[config.mk]
export PLATFORM = sky130hd
export DESIGN_NAME = spi_master_tx
export DESIGN_NICKNAME = d
export VERILOG_FILES = /design/src/rtl/spi_master_tx.sv
export SDC_FILE = /design/constraint.sdc
export NUM_CORES = 1
export LEC_CHECK = 0
export CAP_MARGIN = 0
export CORE_MARGIN = 5
export CORE_UTILIZATION = 55
export CTS_CLUSTER_DIAMETER = 60
export DETAILED_ROUTE_END_ITERATION = 16
export PLACE_DENSITY = 0.88
export SETUP_SLACK_MARGIN = 0.3
export SKIP_CTS_REPAIR_TIMING = 1
export SLEW_MARGIN = 20
export SYNTH_ARGS = -nofsm -noshare
export SYNTH_HDL_FRONTEND = slang
export SYNTH_SLANG_ARGS = --single-unit
[constraint.sdc]
create_clock -name clk -period 4.4 [get_ports clk]
set_input_delay 0.88 -clock clk [delete_from_list [all_inputs] [get_ports clk]]
set_output_delay 0.88 -clock clk [all_outputs]
set_load 0.005 [all_outputs]
[src/rtl/spi_master_tx.sv]
// spi_master_tx: SPI master transmitter, one LSB-first DATA_W-bit word per frame (lead pulse, data pulses, trail pulse)
// Ports:
//   clk      system clock, all logic on posedge
//   rst      asynchronous active-low reset
//   start    frame request, sampled only while ready=1
//   data_in  word to send, captured on the accept edge
//   ready    idle, a start will be accepted
//   busy     frame in progress (~ready)
//   done     one-cycle pulse at frame end
//   s_clk    SPI clock, idles low, rising edge is the slave sample edge
//   cs       chip select, active low, idles high
//   mosi     serial data, changes only on the edge where s_clk goes low
module spi_master_tx #(
    parameter int DATA_W  = 11,
    parameter int CLK_DIV = 4
) (
    input  logic              clk,
    input  logic              rst,
    input  logic              start,
    input  logic [DATA_W-1:0] data_in,
    output logic              ready,
    output logic              busy,
    output logic              done,
    output logic              s_clk,
    output logic              cs,
    output logic              mosi
);
    localparam int HW = CLK_DIV > 1 ? $clog2(CLK_DIV) : 1;
    localparam int BW = $clog2(DATA_W + 1);
    localparam logic [HW-1:0] HC_MAX = HW'(CLK_DIV - 1);
    localparam logic [BW-1:0] BC_MAX = BW'(DATA_W);

    typedef enum logic [1:0] {IDLE, LEAD, SHIFT, TRAIL} state_t;

    state_t            state;
    logic [DATA_W-1:0] sr;
    logic [HW-1:0]     hc;
    logic [BW-1:0]     bc;
    logic              half_end;
    logic              pulse_end;

    assign busy      = ~ready;
    assign half_end  = hc == HC_MAX;
    // the high half of a pulse is ending: s_clk falls and the next pulse starts
    assign pulse_end = s_clk && half_end;

    always_ff @(posedge clk or negedge rst) begin
        if (!rst) begin
            state <= IDLE;
            ready <= 1'b1;
            done  <= 1'b0;
            s_clk <= 1'b0;
            cs    <= 1'b1;
            mosi  <= 1'b0;
            sr    <= '0;
            hc    <= '0;
            bc    <= '0;
        end else begin
            done <= 1'b0;
            if (state == IDLE) begin
                if (start) begin
                    state <= LEAD;
                    ready <= 1'b0;
                    cs    <= 1'b0;
                    mosi  <= 1'b0;
                    sr    <= data_in;
                    hc    <= '0;
                    bc    <= '0;
                end
            end else begin
                hc <= half_end ? '0 : hc + 1'b1;
                if (half_end)
                    s_clk <= ~s_clk;
                if (pulse_end) begin
                    case (state)
                        LEAD: begin
                            state <= SHIFT;
                            mosi  <= sr[0];
                            sr    <= sr >> 1;
                            bc    <= BW'(1);
                        end
                        SHIFT: begin
                            if (bc == BC_MAX) begin
                                state <= TRAIL;
                                cs    <= 1'b1;
                                mosi  <= 1'b0;
                            end else begin
                                mosi <= sr[0];
                                sr   <= sr >> 1;
                                bc   <= bc + 1'b1;
                            end
                        end
                        default: begin
                            state <= IDLE;
                            ready <= 1'b1;
                            done  <= 1'b1;
                        end
                    endcase
                end
            end
        end
    end
endmodule

# --- Yosys cells after proc, flatten, opt, wreduce, memory -nomap -nowiden ---
# Cells that the tools add are included.
word_totals:
  out_inout_bits: 6
  word_cells: 68
  inputBits: 14
  ff_bits: 24
classes:
  n_bitwise: 3
  mux: 33
  n_eq_ne: 8
  add_sub_neg: 2
  n_reduce_logical: 13
ops:
  columns: ["cell", "n"]
  rows:
  - ["two-way mux 11 bit", 4]
  - ["case mux 11 bit (2 select lines)", 1]
  - ["two-way mux 4 bit", 4]
  - ["two-way mux 1 bit", 14]
  - ["two-way mux 2 bit", 7]
  - ["AND reduction 3 bit", 3]
  - ["case mux 4 bit (2 select lines)", 1]
  - ["AND reduction 4 bit", 2]
  - ["inequality test 3 bit, second input constant", 2]
  - ["nonzero test 2 bit", 3]
  - ["adder 4 x 1 -> 4 bit, second input constant", 1]
  - ["equality test 2 bit, second input constant", 2]
  - ["equality test 4 bit, second input constant", 1]
  - ["case mux 2 bit (2 select lines)", 1]
  - ["NOT 1 bit", 3]
  - ["nonzero test 3 bit", 1]
  - ["adder 2 x 1 -> 2 bit, second input constant", 1]
  - ["equality test 2 x 1 -> 1 bit, second input constant", 1]
  - ["zero test 2 bit", 1]
  - ["inequality test 2 x 1 -> 1 bit, second input constant", 1]
  - ["inequality test 2 bit, second input constant", 1]
  - ["case mux 1 bit (2 select lines)", 1]
  - ["AND reduction 2 bit", 1]
  - ["OR reduction 2 bit", 1]
  - ["logical AND 1 bit", 1]

# --- Depth between registers and ports, before layout ---
# Gate-level depths: netlist of run 1.
logic_depth:
  word_depth: 5
  depth_mapped: 7
  mapped_depth_nobuf: 6

# --- Worst setup path after synthesis of run 1 ---
# No wires, ideal clock.
synth_path:
  path_kind: "input port to flip-flop"
  start: "input port start"
  end: "register sr[8]"
  t_arrival_ps: 1699
  required_ps: 4274
  setup_slack_ps: 2575
  setup_time_ps: 126
  n_path_buf: 1
  path_stages: 4
  path_cell_list: "nand2_1 -> a221oi_4 -> buf_4 -> a21oi_1"
synth_via:
  elab_chain_len: 2
synth_lines:
  columns: ["element", "line", "text"]
  rows:
  - ["from (decl)", "19", "input logic start,"]
  - ["inequality test 2 bit (no source line)", null, null]
  - ["AND reduction 4 bit (no source line)", null, null]
  - ["to (signal assigned)", "66", "sr <= data_in;"]
  - ["to (signal assigned)", "79", "sr <= sr >> 1;"]
  - ["to (signal assigned)", "89", "sr <= sr >> 1;"]
  - ["to (decl)", "36", "logic [DATA_W-1:0] sr;"]
# No other way between the ends.
# A chain may end at the register's enable or synchronous reset.

# --- Worst setup path after layout of run 1 ---
layout_path:
  start: "register state[0]"
  end: "register sr[6]"
layout_via:
  elab_chain_len: 4
  elab_cells_between_ends: 11
  classes_between: "4 x eq/ne; 3 x mux; 4 x reduce/logical"
layout_lines:
  columns: ["element", "line", "text"]
  rows:
  - ["from (decl)", "35", "state_t state;"]
  - ["from (signal assigned)", "49", "state <= IDLE;"]
  - ["from (signal assigned)", "62", "state <= LEAD;"]
  - ["from (signal assigned)", "77", "state <= SHIFT;"]
  - ["equality test 2 bit or equality test 2 x 1 -> 1 bit (tied branches)", "75", "case (state)"]
  - ["case mux 11 bit (2 select lines)", "75", null]
  - ["two-way mux 11 bit", "74", "if (pulse_end) begin"]
  - ["two-way mux 11 bit", "60", "if (state == IDLE) begin"]
# Parallel ways exist; a longest one is shown, timed or not. The select of a mux whose other input is x is not followed.

==> results of run 1 <==
## sequential cells by signal, indices dropped and copies added (netlist names)
signal	flops
sr	11
bc	4
hc	2
state	2
cs	1
done	1
mosi	1
ready	1
s_clk	1
## critical path, cell delays in order (launching register included)
cell and delay (ns):
dfrtp_1 0.42, inv_1 0.13, ha_1 0.62, nand2_1 0.35, a221oi_4 0.97, nor2_1 0.13, a21oi_2 0.15
## per-layer routing
layer	global-route usage (%)	routed length, um	part of all wire, %	up-vias
li1	-	-	-	463
met1	18.9	1040	44	445
met2	28.4	1170	49	18
met3	1.97	89	3.8	7
met4	8.74	63	2.7	0
met5	0	0	0	-
## synthesized netlist by cell type (all sizes together)
master / count / area share (%)
and2: 1 / 0.48
nand2: 5 / 1.4
inv: 9 / 2.6
o22ai: 1 / 0.48
o21ai: 11 / 4.2
or3: 2 / 0.96
nor2: 13 / 3.8
a211oi: 1 / 0.58
nand2b: 3 / 1.4
nand3: 4 / 1.5
o21a: 1 / 0.58
nand3b: 2 / 2.1
o31ai: 2 / 1.2
a22oi: 1 / 0.58
buf: 4 / 2.7
dfrtp: 22 / 42
nor3b: 1 / 0.58
a221oi: 2 / 2.7
clkbuf: 1 / 0.29
and3b: 1 / 0.68
mux2i: 11 / 8.5
ha: 6 / 5.8
xnor2: 1 / 0.68
mux2: 1 / 0.87
nor2b: 1 / 0.48
dfstp: 2 / 4.1
a21o: 1 / 0.58
nor3: 1 / 0.39
a21oi: 13 / 7.3
## worst max path at each step
stage	startpoint	end	slack [ns]	depth (start not counted)
after global routing	state[0]	sr[4]	1.21	6
after floorplan	start	sr[8]	2.58	4
final	state[0]	sr[6]	1.56	6
after global placement	start	sr[10]	1.58	5
after CTS	state[0]	sr[6]	1.51	6
after detailed placement	start	sr[6]	1.47	5
## power by group
part | leakage (nW) | internal (mW) | switching [mW]
sequential | 0.284 | 0.320 | 0.0638
combinational | 0.364 | 0.233 | 0.264
clock | 0.0138 | 0.0320 | 0.0599
total | 0.662 | 0.586 | 0.388
## per-stage QoR
| stage | area [um2] | power (mW) | worst slack (ns) |
|---|---|---|---|
| 3_3_place_gp | 1480 | 0.860 | 1.58 |
| 3_5_place_dp | 1480 | 0.892 | 1.47 |
| 2_1_floorplan | 1300 | 0.758 | 2.58 |
| 4_1_cts | 1510 | 0.986 | 1.51 |
| 5_1_grt | 1500 | 1.06 | 1.21 |
| 6_report | 1500 | 0.973 | 1.56 |
## layout make-up
type	instances	area, um2	share of cell area, %
Tap cell	28	35.0	2.33
Clock buffer	3	22.5	1.50
Sequential cell	24	603	40.2
Timing Repair Buffer	19	185	12.3
Multi-Input combinational cell	86	622	41.4
Inverter	9	33.8	2.25
## cell families after synthesis
family | after synthesis | share of synthesized area, %
AND/OR/NAND/NOR | 34 | 13.9
multiplexers | 12 | 9.35
adder cells (fa/ha/maj) | 6 | 5.79
AO/OA/AOI/OAI | 33 | 18.2
XOR/XNOR | 1 | 0.675
flip-flops | 24 | 46.5
buffers and inverters | 14 | 5.59
==> impl_metrics.toml, run 1 <==
[outcome]
status = "finished clean"

[global_route]
grt_start_max_net_pins = 25
first_global_vias = 1002
grt_remaining_overflow = 0
grt_first_pass_wirelength_um = 4270
antenna_found_initial = 0
track_usage_pct = 16.1

[clock_network]
clockBufferDepth = 2
clkSinkCount = 24
cts_root_buffer = "clkbuf_4"
cts_buffers = 3
clock_latency_ns = 0.31
path_clk_slew_ns = 0.11
cts_tree = "done"
htree_levels = 1

[worst_setup_path]
critPathKind = "reg -> reg"
critPathMaxFanout = 24
r2r_cells = 6
regToRegSetupSlack_ns = 1.56
critPathLaunchType = "register"
r2r_end = "sr[6]"
worstSetupEndpointType = "register"
cp.arrival_ns = 3.09
required_ns = 4.64
timing.rr.start = "state[0]"

[timing]
rsz0062_at_grt = "no"
fmax_ghz = 0.352
timing.slew.headroom_pct = 32.4
skew_ns = 0.00375
finalHoldViolCount = 0
tightest_slew_ns = 1.01
whs_ns = 0.496
min_period_over_period_pct = 64.6
finalMaxSlewViolations = 0
fin_tns_setup_ns = 0
setup_viol = 0
post-route-min-period_ns = 2.84

[logic_synthesis]
yosysSeqAreaShare_pct = 46.5
syn_nets = 144
synth_cell_types = 35
synth_area_um2 = 1300
synth-seq-cells = 24
yosys_warnings = 0
synth_cells = 124
avgSynthCellArea_um2 = 10.5

[routing]
wl_um = 2370
num_vias = 933
drc = 0
drt.antenna.violating_nets = 0
wl_per_cell_um = 14.0
drt_first_pass_iters = 4
drt_iter0_markers = 10
viasPerCell = 5.52

[worst_hold_path]
min-delay-start = "cs"
min_path_cells = 2
hold_path_class = "reg -> reg"
min_to = "cs"

[cells_and_area]
fin_util_pct = 67.2
syn_to_final_growth_pct = 15.7
fillers = 183
drive_above_1_share_pct = 12.1
diodes = 0
final_cell_mix = "22 x dfrtp_1, 18 x clkdlybuf4s50_1, 13 x nor2_1, 11 x mux2i_1"
final_common_cell = "dfrtp_1"
final_nets = 163
stdcell_count = 169

[floorplan]
die_height_um = 58.6
die_area_um2 = 3430
floorplan.initialDensity_pct = 58.1
io_pins = 20
die_x_um = 58.6
rows = 17
coreArea_um2 = 2230

[pwr]
ir_drop_v = 0.000381
p_per_area_nw_per_um2 = 648
p_leak_nw = 0.662

[placement]
placed_cells = 166
gp_congestion = 0.804
io_buffer_count = 19
dp_hpwl_um = 1790

[run]
max-cap-violations = 0
No activity file was read; power rests on OpenSTA's default activity.
==> run 2, diff against run 1 <==
CORE_UTILIZATION = 47   (was 55)
PLACE_DENSITY = 0.81   (was 0.88)
clock period = 2.3 ns   (was 4.4 ns; I/O delays follow)
==> run 2 against run 1 <==
Utilization down 9.6 points. Count of clock-buffer cells in the layout up 1. Via count up 0.96%. Hold slack worse by 0.029 ns. Register-to-register slack worse by 1.1 ns. Maximum frequency up 53%. Sequential cell count unchanged. Final cell count up 4.7%. Sequential power up 91%. First-iteration DRC count up 110%.
==> impl_metrics.toml, run 2 (synthesized netlist as in run 1, its figures left out) <==
[floorplan]
rows = 19
die_x_um = 62.5
floorplan.initialDensity_pct = 47.9
die_height_um = 62.5
die_area_um2 = 3910
io_pins = 20
coreArea_um2 = 2710

[cells_and_area]
largest_reg_flops = 11
drive_above_1_share_pct = 14.4
final_common_cell = "dfrtp_1"
regArea_um2 = 603
diodes = 0
regMostFlops = "sr"
reg_top3 = "sr x11, bc x4"
fillers = 249
final_nets = 167
syn_to_final_growth_pct = 20.3
final_cell_mix = "22 x dfrtp_1, 19 x clkdlybuf4s50_1, 13 x nor2_1, 11 x mux2i_1"
multi_input_area_um2 = 622

[timing]
setup_viol = 0
tightest_slew_ns = 0.318
rsz0062_at_grt = "no"
fmax_ghz = 0.537
skew_ns = 0.00547
timing.slew.headroom_pct = 78.7
fin_tns_setup_ns = 0
min_period_over_period_pct = 80.9
finalHoldViolCount = 0
finalMaxSlewViolations = 0
post-route-min-period_ns = 1.86

[clock_network]
clock_latency_ns = 0.32
htree_levels = 1
cts_buffers = 3
clockBufferDepth = 2
clkSinkCount = 24
cts_tree = "done"
cts_root_buffer = "clkbuf_4"
path_clk_slew_ns = 0.13

[pwr]
p_leak_nw = 0.691
finalPower_mw = 1.95
p_per_area_nw_per_um2 = 1250
ir_drop_v = 0.000801

[worst_setup_path]
critPathLaunchType = "register"
critPathKind = "reg -> reg"
required_ns = 2.56
critPathMaxFanout = 24
cp.arrival_ns = 2.12
worstSetupEndpointType = "register"

[routing]
viasPerCell = 5.32
drt_first_pass_iters = 4
drt.antenna.violating_nets = 0
drc = 0
wl_um = 2430
drt_iter0_markers = 21
wl_per_cell_um = 13.7
num_vias = 942

[placement]
gp_congestion = 0.813
dp_hpwl_um = 1790
io_buffer_count = 19

[global_route]
grt_first_pass_wirelength_um = 4220
grt_start_max_net_pins = 25
antenna_found_initial = 0
track_usage_pct = 13.3
grt_remaining_overflow = 0
first_global_vias = 953

[run]
max-cap-violations = 0

[worst_hold_path]
hold_path_class = "in -> async"

[outcome]
status = "finished clean"
==> run 2: changes by cell type in the layout (fill, tap and decap cells not counted) <==
cell | before | now
buf_2 | 1 | 0
buf_4 | 0 | 3
buf_8 | 0 | 1
clkbuf_8 | 0 | 1
clkdlybuf4s50_1 | 18 | 19
==> run 2: worst max-delay path: stages (launching register included) <==
cell and delay [ns]:
dfrtp_1 0.43, inv_1 0.13, ha_1 0.26, nand2_1 0.21, a221oi_4 0.34, buf_8 0.23, nor2_1 0.08, a21oi_2 0.10
==> run 2: cell type report <==
cell class	count	share of cell area, %
flip-flops and latches	24	38.6
multi-input cells	86	39.8
inverters	9	2.16
repair buffers	23	14.6
well taps	31	2.48
clock buffers	4	2.32
==> run 2: through the flow <==
step / std cells / setup slack (ns) / util, % / instance area (um2) / hold slack [ns]
finish: 177 / 0.439 / 57.6 / 1560 / 0.467
global route: 177 / 0.329 / 57.6 / 1560 / 0.475
CTS: 177 / 0.352 / 57.3 / 1550 / 0.476
detailed placement: 173 / 0.212 / 56.0 / 1520 / 0.463
global placement: 173 / 0.323 / 56.0 / 1520 / 0.456
floorplan: 124 / 0.620 / - / 1300 / 0.164
==> run 2: final timing paths <==
check	slack (ns)	end	depth (start not counted)	startpoint
worst max register to register	0.44	sr[7]	7	state[0]
worst max-delay path	0.44	sr[7]	7	state[0]
worst min register to register	0.48	cs	2	cs
min in group clk	0.48	cs	2	cs
max in group asynchronous	1.54	cs	2	rst
worst min-delay path	0.47	s_clk	2	rst
==> run 2: where the power goes <==
part / total [mW] / internal [mW] / switching [mW]
logic: 0.996 / 0.483 / 0.513
registers: 0.733 / 0.612 / 0.120
clock network: 0.223 / 0.0969 / 0.126
total: 1.95 / 1.19 / 0.759
==> run 2: metal layers <==
| metal | wire, um | GRT usage, % |
|---|---|---|
| met5 | 0 | 0 |
| met4 | 61 | 5.57 |
| met3 | 100 | 3.06 |
| met2 | 1210 | 23.1 |
| met1 | 1050 | 15.7 |
==> run 3, diff against run 2 <==
clock period = 1.6 ns   (was 2.3 ns; I/O delays follow)
==> run 3 against run 2 <==
The flow now finishes with violations (setup timing). Hold slack lost 0.15 ns. Setup slack worse by 0.46 ns. First-iteration DRC count shrank 14%. Sequential share of layout area decreased by 4.4 points. Largest power group unchanged.
==> impl_metrics.toml, run 3 (synthesized netlist as in run 1, its figures left out) <==
[pwr]
p_per_area_nw_per_um2 = 1800
ir_drop_v = 0.00125
finalPower_mw = 3.19
p_leak_nw = 0.837

[clock_network]
path_clk_slew_ns = 0.14
cts_buffers = 3
cts_root_buffer = "clkbuf_4"
clock_latency_ns = 0.33
clkSinkCount = 24
clockBufferDepth = 2
cts_tree = "done"
htree_levels = 1

[cells_and_area]
fin_util_pct = 65.4
drive_above_1_share_pct = 38.7
stdcell_count = 194
syn_to_final_growth_pct = 36.5
final_cell_mix = "20 x dfrtp_1, 19 x buf_4, 13 x nor2_1, 13 x clkdlybuf4s50_1, 11 x mux2i_1"
reg_top3 = "sr x11, bc x4"
diodes = 0
largest_reg_flops = 11
final_common_cell = "dfrtp_1"
final_nets = 184
regMostFlops = "sr"

[timing]
worst_slack_ns = -0.0191
min_period_over_period_pct = 101
fmax_ghz = 0.618
timing.slew.headroom_pct = 79.8
rsz0062_at_grt = "yes"
skew_ns = 0.0123
finalMaxSlewViolations = 0
tightest_slew_ns = 0.304
setup_viol = 8
post-route-min-period_ns = 1.62
finalHoldViolCount = 0

[floorplan]
die_height_um = 62.5
io_pins = 20
die_x_um = 62.5
rows = 19
floorplan.initialDensity_pct = 47.9
die_area_um2 = 3910
coreArea_um2 = 2710

[routing]
wl_per_cell_um = 13.8
viasPerCell = 5.28
drt.antenna.violating_nets = 0
num_vias = 1025
drt_first_pass_iters = 4
drt_iter0_markers = 18
wl_um = 2680
drc = 0

[global_route]
first_global_vias = 1039
track_usage_pct = 13.9
grt_first_pass_wirelength_um = 4440
top_usage_layer = "met2"
grt_start_max_net_pins = 25
grt_util_met2_pct = 22.3
antenna_found_initial = 0
grt_remaining_overflow = 0
grt_use_met1_pct = 18.0
grt_use_met3_pct = 2.88

[worst_setup_path]
crit_chain = "inv_2 > ha_4 > nand3b_4 > a221oi_4 > buf_12 > nand3_1 > o21ai_1"
cp.arrival_ns = 1.89
worstSetupEndpointType = "register"
required_ns = 1.87
crit_family = "flip-flops"
crit_slowest_cell = "dfrtp_2"
path_buf_inv = 2
critPathKind = "reg -> reg"
critPathLaunch = "state[1]"
critPathMaxFanout = 24
critPathLaunchType = "register"
slowest_delay_ns = 0.43
timing.rr.start = "state[1]"

[placement]
io_buffer_count = 19
placed_cells = 184
dp_hpwl_um = 1930
gp_congestion = 0.783

[run]
max-cap-violations = 0

[worst_hold_path]
hold_path_class = "in -> async"

[outcome]
status = "complete, but fails checks"
violations = "setup timing"
## run 3: cell types whose count changed in the layout (fill, tap and decap cells not counted), moves of 4 or more
| cell | delta |
|---|---|
| ha_1 | -4 |
| buf_4 | +16 |
| o21ai_0 | -5 |
| clkdlybuf4s50_1 | -6 |
## run 3: area by class of cell
type | count | area (um2)
repair buffers | 40 | 357
clock buffers | 4 | 36.3
well taps | 31 | 38.8
inverters | 9 | 33.8
flip-flops and latches | 24 | 606
multi-input cells | 86 | 701
fillers | 226 | 938
## run 3: path summary, 6_finish.rpt
check	end	slack (ns)	cells past startpoint
min in group clk	cs	0.48	2
worst min register to register	cs	0.48	2
worst max-delay path	bc[1]	-0.02	7
max in group asynchronous	ready	0.98	2
worst max register to register	bc[1]	-0.02	7
worst min-delay path	state[0]	0.32	2
## run 3: layer usage
metal | part of all wire (%) | up-vias
li1 | - | 512
met1 | 47 | 486
met2 | 47 | 20
met3 | 2.8 | 7
met5 | 0 | -
met4 | 2.9 | 0
## run 3: report_power, final
| part | internal [mW] | leakage, nW | switching (mW) |
|---|---|---|---|
| Clock | 0.139 | 0.0210 | 0.197 |
| Sequential | 0.885 | 0.282 | 0.164 |
| Combinational | 0.919 | 0.534 | 0.888 |
| Total | 1.94 | 0.837 | 1.25 |
## run 3: through the flow
step	setup TNS, ns	setup WS, ns	hold WS (ns)	cell area, um2
after detailed placement	-1.16	-0.0971	0.466	1650
after floorplan	0	0.0422	0.0244	1340
final	-0.0706	-0.0191	0.321	1770
after global placement	-0.654	-0.0500	0.457	1650
after global routing	-1.29	-0.125	0.351	1770
after CTS	-0.835	-0.118	0.335	1680
